`config.mk`:
```
export PLATFORM = sky130hd
export DESIGN_NAME = cdb_arbiter
export DESIGN_NICKNAME = d
export VERILOG_FILES = /design/src/rtl/cdb_arbiter.sv
export SDC_FILE = /design/constraint.sdc
export NUM_CORES = 1
export LEC_CHECK = 0
export CAP_MARGIN = 20
export CORE_MARGIN = 3
export CORE_UTILIZATION = 51
export DETAILED_ROUTE_END_ITERATION = 10
export GPL_ROUTABILITY_DRIVEN = 0
export PLACE_DENSITY = 0.86
export SYNTH_ARGS = -nofsm -noshare
export SYNTH_HDL_FRONTEND = slang
export SYNTH_SLANG_ARGS = --single-unit
```
`constraint.sdc`:
```
create_clock -name clock -period 3.8 [get_ports clock]
set_input_delay 0.57 -clock clock [delete_from_list [all_inputs] [get_ports clock]]
set_output_delay 0.57 -clock clock [all_outputs]
set_load 0.02 [all_outputs]
```
`src/rtl/cdb_arbiter.sv`:
```
// Completion stage: buffers up to two EX results per cycle and broadcasts one per
// cycle on the common data bus, with round-robin priority and per-lane back-pressure.
module cdb_arbiter #(
  parameter int XLEN      = 32,
  parameter int PRF_IDX_W = 6,
  parameter int ROB_IDX_W = 5
) (
  input  logic                      clock,
  input  logic                      reset,
  input  logic                      squash,
  input  logic [1:0]                ex_valid,
  input  logic [1:0][XLEN-1:0]      ex_result,
  input  logic [1:0][XLEN-1:0]      ex_NPC,
  input  logic [1:0]                ex_take_branch,
  input  logic [1:0]                ex_reg_write,
  input  logic [1:0][PRF_IDX_W-1:0] ex_dest_PRF_idx,
  input  logic [1:0][ROB_IDX_W-1:0] ex_rob_idx,
  output logic [1:0]                CDB_hazard,
  output logic                      cdb_valid,
  output logic                      cdb_lane,
  output logic [XLEN-1:0]           cdb_value,
  output logic [XLEN-1:0]           cdb_NPC,
  output logic                      cdb_take_branch,
  output logic                      cdb_reg_write,
  output logic [PRF_IDX_W-1:0]      cdb_tag,
  output logic [ROB_IDX_W-1:0]      cdb_rob_idx
);

  logic [1:0]                buf_valid;
  logic [1:0][XLEN-1:0]      buf_result;
  logic [1:0][XLEN-1:0]      buf_npc;
  logic [1:0]                buf_take_branch;
  logic [1:0]                buf_reg_write;
  logic [1:0][PRF_IDX_W-1:0] buf_tag;
  logic [1:0][ROB_IDX_W-1:0] buf_rob_idx;
  logic                      rr_ptr;

  logic [1:0] grant;
  logic [1:0] load;
  logic       sel;

  // Grant uses registered state only; reset is folded in so outputs are quiet during reset.
  always_comb begin
    grant = 2'b00;
    if (!reset && !squash) begin
      if (&buf_valid) begin
        grant[rr_ptr] = 1'b1;
      end else begin
        grant = buf_valid;
      end
    end
  end

  always_comb begin
    CDB_hazard = 2'b00;
    if (!reset) begin
      CDB_hazard = buf_valid & ~grant;
    end
  end

  assign load = ex_valid & ~CDB_hazard;
  assign sel  = grant[1];

  always_comb begin
    cdb_valid       = 1'b0;
    cdb_lane        = 1'b0;
    cdb_value       = '0;
    cdb_NPC         = '0;
    cdb_take_branch = 1'b0;
    cdb_reg_write   = 1'b0;
    cdb_tag         = '0;
    cdb_rob_idx     = '0;
    if (|grant) begin
      cdb_valid       = 1'b1;
      cdb_lane        = sel;
      cdb_value       = buf_result[sel];
      cdb_NPC         = buf_npc[sel];
      cdb_take_branch = buf_take_branch[sel];
      cdb_reg_write   = buf_reg_write[sel];
      cdb_tag         = buf_tag[sel];
      cdb_rob_idx     = buf_rob_idx[sel];
    end
  end

  // A granted buffer may be refilled on the same edge, so load takes precedence over drain.
  always_ff @(posedge clock) begin
    if (reset) begin
      buf_valid       <= '0;
      buf_result      <= '0;
      buf_npc         <= '0;
      buf_take_branch <= '0;
      buf_reg_write   <= '0;
      buf_tag         <= '0;
      buf_rob_idx     <= '0;
      rr_ptr          <= 1'b0;
    end else begin
      for (int i = 0; i < 2; i++) begin
        if (squash) begin
          buf_valid[i] <= 1'b0;
        end else if (load[i]) begin
          buf_valid[i]       <= 1'b1;
          buf_result[i]      <= ex_result[i];
          buf_npc[i]         <= ex_NPC[i];
          buf_take_branch[i] <= ex_take_branch[i];
          buf_reg_write[i]   <= ex_reg_write[i];
          buf_tag[i]         <= ex_dest_PRF_idx[i];
          buf_rob_idx[i]     <= ex_rob_idx[i];
        end else if (grant[i]) begin
          buf_valid[i] <= 1'b0;
        end
      end
      if (|grant) begin
        rr_ptr <= ~sel;
      end
    end
  end

`ifndef SYNTHESIS
  // Execute stage must never present a result on a lane it has been told to hold.
  protocol_hold_check: assert property (
    @(posedge clock) disable iff (reset || squash) (ex_valid & CDB_hazard) == 2'b00
  );
`endif

endmodule
```
Word-level counts from Yosys, hierarchy flattened
Cells that the tools add are included.

operators by class
  reductions and logical operators = 11
  bitwise logic cells = 6
  order comparisons = 3
  mux-type cells = 29

operators with widths
  operator                                            count
  2-to-1 mux 32 bit                                   6
  2-to-1 mux 6 bit                                    3
  2-to-1 mux 5 bit                                    3
  2-to-1 mux 1 bit                                    13
  2-to-1 mux 2 bit                                    3
  AND reduction 2 bit                                 3
  AND 2 bit                                           2
  < comparator 1 x 2 -> 1 bit, second input constant  2
  inverter 2 bit                                      2
  nonzero test 2 bit                                  2
  OR reduction 2 bit                                  2
  logical AND 1 bit                                   2
  logical NOT 1 bit                                   2
  inverter 1 bit                                      2
  demux 1 bit (select 1 bit)                          1
  >= comparator 1 bit, second input constant          1

storage, ports and cells
  register bits after elaboration = 157
  input port bits = 159
  word-level logic and storage cells = 64

Longest topological paths before layout
  depth in word-level cells = 12
  depth in mapped cells = 7
  gate-level depth less buffers = 3

Worst setup path after synthesis
No wires, ideal clock.

  path type = input -> output
  start = input port reset
  end = output port CDB_hazard[1]
  setup slack = 1.355 ns
  stages on the path = 6
  data arrival time = 1.875 ns
  required time = 3.230 ns
  path buffers = 3
  path through = buf_2 nor2_2 o211a_1 buf_2 clkbuf_1 nor3b_1

on the way
  word-level cells in the longest chain between the ends = 6

ends and longest elaborated chain
  what                  RTL line  text
  start: declaration    9         input logic reset,
  logical NOT 1 bit     --
  logical AND 1 bit     45        if (!reset && !squash) begin
  2-to-1 mux 2 bit      45
  inverter 2 bit        57        CDB_hazard = buf_valid & ~grant;
  AND 2 bit             57
  2-to-1 mux 2 bit (*)  56        if (!reset) begin
  end: declaration      18        output logic [1:0] CDB_hazard,

Every way passes the cells marked *; elsewhere a longest branch is shown, timed or not.

Worst setup path after layout
  start = input port squash
  end = output port cdb_NPC[30]

on the way
  word-level cells in the longest chain between the ends = 6
  elaborated cells between the ends (all ways) = 7
  those cells by class = 4 x mux; 3 x reduce/logical

ends and longest elaborated chain
  what                                                   RTL line  text
  start: declaration                                     10        input logic squash,
  logical NOT 1 bit (*)                                  45
  logical AND 1 bit (*)                                  45
  2-to-1 mux 2 bit (*)                                   45
  2-to-1 mux 32 bit (not written as such) (2 in series)  77        cdb_NPC = buf_npc[sel];
  2-to-1 mux 32 bit (*)                                  73        if (|grant) begin
  end: declaration                                       22        output logic [XLEN-1:0] cdb_NPC,

Every way passes the cells marked *; elsewhere a longest branch is shown, timed or not. The select of a mux whose other input is x is not followed.

==> metrics.md <==
| Metric | Value |
|---|---|
| Area delta synth->final | `39.4%` |
| Synth Register Bits | `between 150 and 200` |
| Yosys warning count | `0` |
| Worst path cell trace | `clkdlybuf4s50_1 -> nor2_2 -> o211a_4 -> buf_12 -> a22o_1 -> clkdlybuf4s50_1` |
| Fmax | `~0.3 GHz` |
| Die Span Y | `129 um` |
| Final WL | `between 15,000 and 20,000 um` |
| Outcome | `finished clean` |
| Post-CTS Setup Bufs | `0` |
| CTS resizes | `0` |
| Post-Synthesis Cells | `788` |
| Root buf cell | `clkbuf_16` |
| Avg Inst Size Synth | `9.86 um2` |
| Htree depth | `4` |
| CTS tree | `built` |
| Sink Count | `157` |
| Critical path's largest stage delay | `620 ps` |
| TritonCTS Buffers | `17` |
| R2R depth | `4` |
| Clock-pin slew on the worst setup and hold paths | `~60 ps` |
| Worst Tran Pin Value | `894 ps` |
| Syn nets | `947` |
| Fin Hold WS | `~460 ps` |
| Ranking of synthesized cells by area | `dfxtp_1, nand2b_1, mux2i_1` |
| Setup WS post-layout | `452 ps` |
| Gr usage total | `0.234` |
| Port Buffers | `roughly 240` |
| Crit Path Class | `input pin to output pin` |
| Dpl ws | `~430 ps` |
| Remaining antenna violation count | `0` |
| Io pins | `240` |
| WL per Instance | `16.8 um` |
| Share of cells above drive strength 1 | `0.0442` |
| Tcrit/Tclk final | `0.881` |
| TNS Setup | `0 ps` |
| Drt first pass iters | `6` |
| Sequential fraction of the synthesis area | `0.405` |
| CP max FO | `27` |
| Crit. Startpoint | `squash` |
| RSZ-0062 raised after global routing | `no` |
| Crit path DAT | `2780 ps` |
| Worst skew pair latency | `around 420 ps` |
| Reg-to-Reg Start | `rr_ptr` |
| Worst clock skew | `8.67 ps` |
| Layout Nets | `1,142` |
| Fin. Hold Viols | `0` |
| R2R setup slack | `1920 ps` |
| Synth top area share | `0.405` |
| CTS max path bufs | `2` |
| Vias | `6,091` |
| Cts hold-fix bufs | `0` |
| Setup-failing EPs final | `0` |
| Reg-to-Reg End | `buf_rob_idx[9]` |
| Number of vias per cell | `5.16` |
| Floorplan core area | `0.0147 mm2` |
| Largest net degree at the start of global routing | `around 320` |
| Netlist cell types | `21` |
| CP endpoint | `cdb_NPC[30]` |
| CP required | `3230 ps` |
| Vias in the first global route | `just over 6k` |
| Critical Path Sink Type | `output pin` |
| Post-synth top area cell | `dfxtp_1` |
| Initial detailed-routing violation count | `344` |
| Minimum clock period | `between 3000 and 4000 ps` |
| Initial antenna violation count | `1` |
| Die Span X | `129 um` |
| Drt drc | `0` |
| Most frequent CP cell | `clkdlybuf4s50_1` |
| Max VDD drop | `0.000283 V` |
| Normalized max-slew margin | `0.404` |
| Hold Crit Class | `input pin to flop` |
| Synth Cell Area | `0.00777 mm2` |
| Max cap viols | `0` |
| CP Launch Type | `input pin` |
| PD cells | `around 380 mW/mm2` |
| Initial core utilization | `0.528` |
| Crit-path slowest cell | `clkdlybuf4s50_1` |
| Final Max Tran Viols | `0` |
| HPWL after DPL | `roughly 13,000 um` |
| Die footprint | `0.0167 mm2` |
| Row Count | `44` |
| Grt ovf | `0` |
| First-pass GRT wire length | `31,000 um` |
| Pleak | `about 4 nW` |
layout by cell type, fill, tap and decap left out, drive strengths merged, types with 2 or more instances in the layout:
cell type	n
a22o	77
buf	9
bufinv	5
clkbuf	20
clkdlybuf4s50	238
clkinv	5
clkinvlp	2
dfxtp	157
inv	3
mux2i	154
nand2	3
nand2b	309
nor2	2
nor3	3
o311a	2
through the flow:
stage	utilization	instances	cell area, um2	total power [mW]
floorplan	-	788	7770	2.08
global placement	0.694	1148	10200	2.31
detailed placement	0.694	1148	10200	2.31
CTS	0.737	1180	10800	4.14
global route	0.737	1181	10800	4.26
finish	0.737	1181	10800	4.11
per-layer routing:
metal	vias to the layer above	share of wire	global-route usage
li1	3042	-	-
met5	-	0	0
met3	40	0.071	0.0627
met1	2813	0.41	0.279
met2	196	0.49	0.395
met4	0	0.027	0.105
final cells by class:
class / count / area [um2]
Multi-Input combinational cell: 557 / 4280
Fill cell: 1086 / 3870
Sequential cell: 157 / 3140
Timing Repair Buffer: 247 / 2530
Clock buffer: 20 / 437
Tap cell: 184 / 230
Clock inverter: 12 / 194
Inverter: 3 / 11.3
Antenna cell: 1 / 2.50
power by group:
group	switching [mW]	internal [mW]
logic	0.188	0.307
registers	0.0506	1.73
clock network	0.670	1.16
state kept, by name, indices dropped and copies added, names as in the netlist:
name and flops:
buf_rob_idx 10, buf_valid 2, rr_ptr 1, buf_take_branch 2
buf_result 64, buf_reg_write 2, buf_npc 64, buf_tag 12
Yosys cell counts:
| library cell | count |
|---|---|
| nor2_2 | 1 |
| o211a_1 | 1 |
| nor3_1 | 3 |
| inv_2 | 1 |
| a21oi_1 | 1 |
| a22o_1 | 77 |
| inv_1 | 2 |
| buf_2 | 27 |
| nand2_1 | 3 |
| buf_6 | 8 |
| nor3b_1 | 1 |
| clkbuf_1 | 36 |
| o21ai_0 | 1 |
| nor2_1 | 1 |
| o311a_1 | 2 |
| and3_1 | 1 |
| a31oi_1 | 1 |
| dfxtp_1 | 157 |
| mux2i_1 | 154 |
| o21a_1 | 1 |
| nand2b_1 | 309 |
worst min-delay path by stage:
stage,from,endpoint,cells after the start
after floorplan,buf_npc[0],buf_npc[0],2
after global placement,buf_npc[7],buf_npc[7],2
after detailed placement,buf_npc[36],buf_npc[36],2
after CTS,reset,buf_valid[0],4
after global routing,reset,buf_valid[0],4
final,reset,buf_valid[0],4
logic make-up after synthesis:
group           after synthesis  synth area share
simple gates                319             0.255
flops                       157             0.405
mux                         154             0.198
compound gates               84            0.0938
buf+inv                      74            0.0478
critical path: cells and delay by family:
family | cells | cell delay, ps
simple gates | 1 | 230
compound gates | 2 | 640
buf+inv | 3 | 1330
(Power assumes the default switching activity.)
